### src/rtl/snn_pkg.sv
// rtl/snn_pkg.sv - shared Q8.8 types, limits and helpers for the SNN neuron blocks
package snn_pkg;

    typedef logic signed [15:0] q8_8_t;

    localparam int    FRAC_BITS         = 8;
    localparam q8_8_t SAT_MAX           = 16'sh7FFF;
    localparam q8_8_t SAT_MIN           = 16'sh8000;
    localparam q8_8_t THRESHOLD_DEFAULT = 16'sh3200;
    localparam q8_8_t V_RESET_DEFAULT   = 16'sh0000;

    // Per-bit two-of-three majority.
    function automatic logic [15:0] vote3(input logic [15:0] a,
                                          input logic [15:0] b,
                                          input logic [15:0] c);
        return (a & b) | (b & c) | (a & c);
    endfunction

endpackage

### src/rtl/lif_lane.sv
// rtl/lif_lane.sv - one LIF membrane update: leak/integrate, saturate, fire, reset
module lif_lane
    import snn_pkg::*;
#(
    parameter q8_8_t THRESHOLD = THRESHOLD_DEFAULT,
    parameter q8_8_t V_RESET   = V_RESET_DEFAULT
) (
    input  q8_8_t v_in,
    input  q8_8_t i_in,
    input  q8_8_t dt_tau,
    output q8_8_t v_out,
    output logic  spike
);

    logic signed [16:0] diff;
    logic signed [32:0] prod;
    logic signed [32:0] step;
    logic signed [33:0] sum;
    q8_8_t              v_next;

    assign diff = 17'(i_in) - 17'(v_in);
    assign prod = 33'(diff) * 33'(dt_tau);
    assign step = prod >>> FRAC_BITS;
    assign sum  = 34'(v_in) + 34'(step);

    // Clamp the wide sum back into Q8.8 before the threshold compare.
    always_comb begin
        v_next = sum[15:0];
        if (sum > 34'(SAT_MAX)) begin
            v_next = SAT_MAX;
        end else if (sum < 34'(SAT_MIN)) begin
            v_next = SAT_MIN;
        end
    end

    assign spike = (v_next >= THRESHOLD);
    assign v_out = spike ? V_RESET : v_next;

endmodule

### src/rtl/tmr_lif_neuron.sv
// rtl/tmr_lif_neuron.sv - triple-redundant LIF neuron step with majority-voted registered outputs
module tmr_lif_neuron
    import snn_pkg::*;
#(
    parameter q8_8_t THRESHOLD = THRESHOLD_DEFAULT,
    parameter q8_8_t V_RESET   = V_RESET_DEFAULT
) (
    input  logic        clk,
    input  logic        rst,
    input  logic [15:0] V_in1,
    input  logic [15:0] V_in2,
    input  logic [15:0] V_in3,
    input  logic [15:0] I_in1,
    input  logic [15:0] I_in2,
    input  logic [15:0] I_in3,
    input  logic [15:0] dt_tau,
    output logic [15:0] V_out,
    output logic        spike
);

    q8_8_t lane_v [3];
    logic  lane_s [3];
    q8_8_t v_in   [3];
    q8_8_t i_in   [3];

    assign v_in[0] = V_in1;
    assign v_in[1] = V_in2;
    assign v_in[2] = V_in3;
    assign i_in[0] = I_in1;
    assign i_in[1] = I_in2;
    assign i_in[2] = I_in3;

    for (genvar n = 0; n < 3; n++) begin : g_lane
        lif_lane #(
            .THRESHOLD (THRESHOLD),
            .V_RESET   (V_RESET)
        ) u_lane (
            .v_in   (v_in[n]),
            .i_in   (i_in[n]),
            .dt_tau (dt_tau),
            .v_out  (lane_v[n]),
            .spike  (lane_s[n])
        );
    end

    logic [15:0] v_vote;
    logic        spike_vote;

    // Bitwise vote may yield a value matching no lane when two lanes disagree.
    assign v_vote     = vote3(lane_v[0], lane_v[1], lane_v[2]);
    assign spike_vote = (lane_s[0] & lane_s[1]) | (lane_s[1] & lane_s[2]) | (lane_s[0] & lane_s[2]);

    always_ff @(posedge clk or posedge rst) begin
        if (rst) begin
            V_out <= 16'h0000;
            spike <= 1'b0;
        end else begin
            V_out <= v_vote;
            spike <= spike_vote;
        end
    end

endmodule

### config.mk
export PLATFORM = sky130hd
export DESIGN_NAME = tmr_lif_neuron
export DESIGN_NICKNAME = d
export VERILOG_FILES = /design/src/rtl/snn_pkg.sv /design/src/rtl/lif_lane.sv /design/src/rtl/tmr_lif_neuron.sv
export SDC_FILE = /design/constraint.sdc
export NUM_CORES = 2
export LEC_CHECK = 0
export BUFFER_PORTS_ARGS = -buffer_cell sky130_fd_sc_hd__buf_2
export CORE_MARGIN = 3
export CORE_UTILIZATION = 44
export DETAILED_ROUTE_END_ITERATION = 10
export PLACE_DENSITY = 0.65
export RECOVER_POWER = 25
export SLEW_MARGIN = 25
export SYNTH_ARGS = -nofsm -noshare
export SYNTH_HDL_FRONTEND = slang
export SYNTH_SLANG_ARGS = --single-unit
### constraint.sdc
create_clock -name clk -period 0.8 [get_ports clk]
set_clock_uncertainty 0.15 [all_clocks]
set_input_delay 0.12 -clock clk [delete_from_list [all_inputs] [get_ports clk]]
set_output_delay 0.12 -clock clk [all_outputs]
set_load 0.03 [all_outputs]
# Word-level counts from Yosys, hierarchy flattened
# Index checks and enable logic that the tools add are counted.
# word_totals
input_bits	114
ff_bits	17
latch_bits	0
romBits	0
ramBits	0
out_inout_bits	17
memories	0
word_cells	39
# classes
shifts	0
muxes	9
magnitude_cmp	9
div	0
add_sub_neg	6
bitwise_logic	10
mul	3
reduce_logical	0
eq_ne	0
# ops
operator	n
16-bit two-way mux	9
34-bit by 16-bit greater-than comparator with 1-bit output (second input constant)	3
34-bit by 16-bit less-than comparator with 1-bit output (second input constant)	3
17-bit by 16-bit multiplier with 33-bit output	3
16-bit by 25-bit adder with 26-bit output	3
16-bit by 16-bit subtractor with 17-bit output	3
16-bit bitwise AND	3
16-bit by 15-bit greater-or-equal comparator with 1-bit output (second input constant)	3
16-bit bitwise OR	2
1-bit bitwise AND	3
1-bit bitwise OR	2

# Logic depth before layout (Yosys ltp)
# logic_depth
ltp_word	11
ltp_mapped	52
mapped_depth_nobuf	49

# Modules after synthesis
# A second synthesis with hierarchy kept.
# unflattened
hier_cells	4346
hier_area_um2	37551.0
# modules_own_cells
mod	seq_area_each_um2	cells_each	instances	area_per_inst_um2
lif_lane (g_lane[0].u_lane)	0.0	1477	1	12475.7
lif_lane (g_lane[2].u_lane)	0.0	1423	1	12294.3
lif_lane (g_lane[1].u_lane)	0.0	1411	1	12160.4
tmr_lif_neuron	425.4	35	1	620.6

# Worst setup path after synthesis
# Ideal clock, no wire load.
# synth_path
path_kind	input-to-reg
from	in I_in3[0]
to	reg V_out[6]
required_ns	0.583
n_path_buf	2
stages	47
setup_time_ns	0.067
path_slack_ns	-10.217
arrival_time_ns	10.800
path_cell_list	inv_1 ha_1 fa_1 nor2b_1 o21ai_0 a21boi_0 o21ai_0 a21boi_0 o21ai_0 a21oi_1 o21ai_0 xnor2_1 clkbuf_1 nand2_1 fa_1 fa_1 fa_1 inv_1 (+11 left out) nor2b_1 nor2b_1 o21a_1 a41oi_1 xnor2_1 ha_1 a21oi_2 o211ai_1 a221o_1 a31o_2 a31o_2 a21oi_1 nor3_1 or4_1 o31a_1 buf_6 nor3_2 a311o_1
# synth_between
elab_chain_len	11
elab_cells_between_ends	13
classes_between	2 x add/sub; 1 x mul; 3 x order compare; 3 x mux; 4 x bitwise
# synth_lines
element	line_no	source
start, declared	tmr_lif_neuron.sv:15	input logic [15:0] I_in3,
16-bit by 16-bit subtractor with 17-bit output (*)	lif_lane.sv:21	assign diff = 17'(i_in) - 17'(v_in);
17-bit by 16-bit multiplier with 33-bit output (*)	lif_lane.sv:22	assign prod = 33'(diff) * 33'(dt_tau);
16-bit by 25-bit adder with 26-bit output (*)	lif_lane.sv:24	assign sum = 34'(v_in) + 34'(step);
34-bit by 16-bit less-than comparator with 1-bit output	lif_lane.sv:31	end else if (sum < 34'(SAT_MIN)) begin
16-bit two-way mux	lif_lane.sv:31	
16-bit two-way mux (*)	lif_lane.sv:29	if (sum > 34'(SAT_MAX)) begin
16-bit by 15-bit greater-or-equal comparator with 1-bit output	lif_lane.sv:36	assign spike = (v_next >= THRESHOLD);
16-bit two-way mux (*)	lif_lane.sv:37	assign v_out = spike ? V_RESET : v_next;
16-bit bitwise AND	snn_pkg.sv:16	return (a & b) | (b & c) | (a & c);
16-bit bitwise OR	snn_pkg.sv:16	
16-bit bitwise OR (*)	snn_pkg.sv:16	
net v_vote[6]	tmr_lif_neuron.sv:46	logic [15:0] v_vote;
end signal, assigned	tmr_lif_neuron.sv:58	V_out <= v_vote;
end, declared	tmr_lif_neuron.sv:17	output logic [15:0] V_out,
# The timed path passes the listed nets; every way through them passes the cells marked *.

# Worst setup path after layout
# layout_path
from	in V_in3[1]
to	reg V_out[3]
# layout_between
elab_chain_len	11
elab_cells_between_ends	13
classes_between	2 x add/sub; 1 x mul; 3 x order compare; 3 x mux; 4 x bitwise
# layout_lines
element	line_no	source
start, declared	tmr_lif_neuron.sv:12	input logic [15:0] V_in3,
16-bit by 16-bit subtractor with 17-bit output	lif_lane.sv:21	
17-bit by 16-bit multiplier with 33-bit output	lif_lane.sv:22	
16-bit by 25-bit adder with 26-bit output (*)	lif_lane.sv:24	
34-bit by 16-bit less-than comparator with 1-bit output	lif_lane.sv:31	
16-bit two-way mux	lif_lane.sv:31	
16-bit two-way mux (*)	lif_lane.sv:29	
16-bit by 15-bit greater-or-equal comparator with 1-bit output	lif_lane.sv:36	
16-bit two-way mux (*)	lif_lane.sv:37	
16-bit bitwise AND	snn_pkg.sv:16	
16-bit bitwise OR	snn_pkg.sv:16	
16-bit bitwise OR (*)	snn_pkg.sv:16	
net v_vote[3]	tmr_lif_neuron.sv:46	
# Marks and branches as above.

==> report_table.html <==
<table>
<tr><th>Metric</th><th>Value</th></tr>
<tr><th colspan="2">STA</th></tr>
<tr><td>Count of pins over their slew limit</td><td>0</td></tr>
<tr><td>RSZ-0062 raised after global routing</td><td>yes</td></tr>
<tr><td>Tcrit/Tclk final</td><td>13.2</td></tr>
<tr><td>Measured slew at the worst slew-check pin</td><td>0.618 ns</td></tr>
<tr><td>Highest clock rate</td><td>94.4 MHz</td></tr>
<tr><td>Final critical-path setup slack</td><td>-9.79 ns</td></tr>
<tr><td>Tightest slew margin relative to the limit</td><td>0.587</td></tr>
<tr><td>Hold Violations, Final</td><td>0</td></tr>
<tr><td>Setup Viol. Count Final</td><td>34</td></tr>
<tr><td>Final period demand of the worst path</td><td>10.59 ns</td></tr>
<tr><th colspan="2">Placement</th></tr>
<tr><td>DP HPWL</td><td>91500 um</td></tr>
<tr><td>Post-place instance area</td><td>0.0465 mm2</td></tr>
<tr><td>Number of input and output port buffers inserted</td><td>130</td></tr>
<tr><td>Weighted congestion reported at the end of routability-driven placement</td><td>0.907</td></tr>
<tr><th colspan="2">Finish</th></tr>
<tr><td>Post-synthesis to final-layout area growth</td><td>27.5%</td></tr>
<tr><td>Number of nets in the finished design</td><td>6635</td></tr>
<tr><td>Post-layout instance area</td><td>0.0479 mm2</td></tr>
<tr><td>Fraction of layout instances using a drive strength above 1</td><td>0.246</td></tr>
<tr><th colspan="2">Setup path</th></tr>
<tr><td>Arrival time worst endpoint</td><td>10.63 ns</td></tr>
<tr><td>Worst-path cell with the longest stage delay</td><td>sky130_fd_sc_hd__or4_4</td></tr>
<tr><td>Maximum fanout encountered on the critical timing path</td><td>6</td></tr>
<tr><td>Delay contributed by the slowest stage of the critical path</td><td>0.55 ns</td></tr>
<tr><td>Kind of capture point of the worst setup path</td><td>flop</td></tr>
<tr><td>Startpoint types</td><td>input port</td></tr>
<tr><td>Setup CP Type</td><td>in2reg</td></tr>
<tr><td>Most used cell along the critical path</td><td>sky130_fd_sc_hd__fa_1</td></tr>
<tr><td>Required time of the worst setup path</td><td>0.84 ns</td></tr>
<tr><th colspan="2">Route</th></tr>
<tr><td>First-pass DRT Iterations</td><td>5</td></tr>
<tr><td>Antenna violation net count after detailed routing</td><td>0</td></tr>
<tr><td>Count of vias placed by the detailed router</td><td>32273</td></tr>
<tr><td>Avg Vias per Cell</td><td>4.99</td></tr>
<tr><td>Starting DRT DRC Count</td><td>1791</td></tr>
<tr><td>Routed length per instance</td><td>15.9 um</td></tr>
<tr><td>Detailed-route DRC error count</td><td>0</td></tr>
<tr><td>Routed WL</td><td>103000 um</td></tr>
<tr><th colspan="2">Floorplanning</th></tr>
<tr><td>Die boundary width</td><td>298 um</td></tr>
<tr><td>I/O pin count</td><td>131</td></tr>
<tr><td>Row cnt</td><td>106</td></tr>
<tr><td>Die height</td><td>298 um</td></tr>
<tr><td>Die area</td><td>0.0889 mm2</td></tr>
<tr><td>Initial cell density of the core</td><td>0.447</td></tr>
<tr><td>Core ar.</td><td>0.0841 mm2</td></tr>
<tr><th colspan="2">Global routing</th></tr>
<tr><td>Wire length of the first global-routing pass</td><td>169000 um</td></tr>
<tr><td>Pin count of the biggest net entering global routing</td><td>28</td></tr>
<tr><td>Antenna violations before repair</td><td>4</td></tr>
<tr><td>GRT Overall Usage</td><td>0.233</td></tr>
<tr><td>Vias in the first global route</td><td>33311</td></tr>
<tr><td>Residual overflow from global routing</td><td>0</td></tr>
<tr><th colspan="2">Yosys</th></tr>
<tr><td>Flip-flop and latch count after synthesis</td><td>17</td></tr>
<tr><td>Number of flops mapped to enable cells by yosys</td><td>0</td></tr>
<tr><td>Unique cell type count in the Yosys netlist</td><td>78</td></tr>
<tr><td>Post-Synthesis Mean Instance Area</td><td>8.51 um2</td></tr>
<tr><td>Synth warnings</td><td>0</td></tr>
<tr><td>Most used DFF post-synth</td><td>sky130_fd_sc_hd__dfrtp_1</td></tr>
<tr><td>Cell count after synthesis</td><td>4417</td></tr>
<tr><td>Synth Cell Area</td><td>0.0376 mm2</td></tr>
<tr><td>Proportion of register bits with asynchronous set or reset after synthesis</td><td>1.00</td></tr>
<tr><td>Post-synth net total</td><td>5719</td></tr>
<tr><td>Sequential element share of the synthesized area</td><td>0.0113</td></tr>
<tr><th colspan="2">Min path</th></tr>
<tr><td>Hold Path Class</td><td>in2async</td></tr>
<tr><th colspan="2">Clock network</th></tr>
<tr><td>Sinks on Clock Net</td><td>17</td></tr>
<tr><td>CTS Buf Count</td><td>3</td></tr>
<tr><td>Clock tree from TritonCTS</td><td>done</td></tr>
<tr><td>H-tree lvl count</td><td>1</td></tr>
<tr><td>Largest buffer count on any clock path</td><td>2</td></tr>
<tr><td>Cell chosen for the clock root</td><td>sky130_fd_sc_hd__clkbuf_16</td></tr>
<tr><td>Clk pin slew, worst setup/hold paths</td><td>0.05 ns</td></tr>
<tr><th colspan="2">Run status</th></tr>
<tr><td>Violations in the final reports</td><td>negative setup slack</td></tr>
<tr><td>Status</td><td>finished, violations left</td></tr>
<tr><th colspan="2">Run</th></tr>
<tr><td>Number of maximum-capacitance constraint violations</td><td>0</td></tr>
</table>
==> cells in the mapped netlist, types with 11 or more instances <==
library cell               instances  area [um2]
sky130_fd_sc_hd__and2_1          310        1940
sky130_fd_sc_hd__nand3_1          59         295
sky130_fd_sc_hd__or2_2            11        68.8
sky130_fd_sc_hd__xnor2_1         149        1310
sky130_fd_sc_hd__o211ai_1         15         113
sky130_fd_sc_hd__fa_1            813       16300
sky130_fd_sc_hd__a21o_1           59         443
sky130_fd_sc_hd__a211oi_1         12        90.1
sky130_fd_sc_hd__and3_1           42         263
sky130_fd_sc_hd__inv_1          1047        3930
sky130_fd_sc_hd__xor2_1           42         368
sky130_fd_sc_hd__o21ai_0          97         485
sky130_fd_sc_hd__o21a_1           25         188
sky130_fd_sc_hd__nor2_1          199         747
sky130_fd_sc_hd__dfrtp_1          17         425
sky130_fd_sc_hd__or3_1            15        93.8
sky130_fd_sc_hd__nand4_1          20         125
sky130_fd_sc_hd__nor3_1           48         240
sky130_fd_sc_hd__ha_1            375        4690
sky130_fd_sc_hd__nand2_1         448        1680
sky130_fd_sc_hd__a21boi_0         17         128
sky130_fd_sc_hd__clkbuf_1        157         589
sky130_fd_sc_hd__maj3_1           22         220
sky130_fd_sc_hd__nand2b_1         42         263
sky130_fd_sc_hd__nor2b_1          99         619
sky130_fd_sc_hd__a31oi_1          28         175
sky130_fd_sc_hd__a21oi_1         104         521
==> registers in the layout, summed over array words and instances (netlist names) <==
name	cells
spike	1
V_out	16
==> per-stage QoR <==
stage / hold WS (ns) / TNS (ns) / setup slack [ns] / instances / util
4_1_cts: 0.282 / -168.90 / -9.87 / 6450 / 0.562
2_1_floorplan: -0.104 / -157.68 / -9.43 / 4417 / -
6_report: 0.288 / -168.54 / -9.79 / 6471 / 0.570
3_3_place_gp: -0.0102 / -174.88 / -10.75 / 6426 / 0.553
5_1_grt: 0.314 / -176.30 / -10.21 / 6468 / 0.570
3_5_place_dp: -0.00716 / -176.62 / -10.84 / 6426 / 0.553
==> routing by layer <==
| layer | track usage | vias up | wire length, um |
|---|---|---|---|
| li1 | - | 15247 | - |
| met1 | 0.336 | 16164 | 46200 |
| met4 | 0.0597 | 4 | 3230 |
| met3 | 0.0200 | 115 | 5490 |
| met2 | 0.379 | 743 | 48000 |
| met5 | 0.0103 | - | 135 |
==> kinds of logic (layout without fill, tap and decap cells) <==
kind of cell	after synthesis	in the layout	synth area share
AOI/OAI and AO/OA	455	455	0.0802
other	0	5	0
adders and majority gates	1210	1210	0.564
xor gates and xnor gates	191	191	0.0445
and+or+nand+nor	1330	1330	0.177
buffers and inverters	1208	2123	0.121
DFF	17	17	0.0113
muxes	6	6	0.00170
==> critical path: cells and delay by family <==
family	cells	cell delay, ns
xor+xnor	2	0.25
compound gates	17	3.20
fa+ha+maj	10	4.00
buf+inv	8	0.93
simple gates	10	2.11
==> cells in the final DEF, fill, tap and decap left out, drive strengths merged, types with 17 or more instances in the layout <==
cell type	synthesis	layout
buf	4	1071
inv	1047	1046
fa	813	813
nand2	448	448
ha	375	375
and2	310	310
nor2	199	199
xnor2	149	149
a21oi	107	107
nor2b	99	99
o21ai	99	99
a21o	59	59
nand3	59	59
nor3	53	53
nand2b	42	42
and3	42	42
xor2	42	42
a31oi	28	28
o21a	25	25
maj3	22	22
nand4	20	20
dfrtp	17	17
a21boi	17	17
==> timing repair <==
action | in CTS | in global routing
resized for setup | 123 | 138
endpoints found under the hold margin | 17 | 0
buffers inserted | 19 | 16
pin swaps | 45 | 91
setup endpoints to repair | 34 | 34
hold buffers | 1 | 0
==> area by class of cell <==
class                      instances  area (um2)
antenna                            5        12.5
clock buffer                       4        78.8
fill                            7620       36200
inverter                        1047        3940
multi-input combinational       3192       33700
sequential                        17         425
tap                             1134        1420
timing repair buffer            1072        8270
==> final timing paths <==
| kind | from | end | slack, ns | cells after the start |
|---|---|---|---|---|
| min in group clk | V_in3[0] | V_out[0] | 0.39 | 5 |
| max in group asynchronous | rst | V_out[4] | 0.05 | 4 |
| min | rst | V_out[1] | 0.29 | 4 |
| max | V_in3[1] | V_out[3] | -9.79 | 47 |
Power is left out: the tool's default activity adds up to more than one toggle a clock period on the data nets, which glitch-free logic cannot reach.
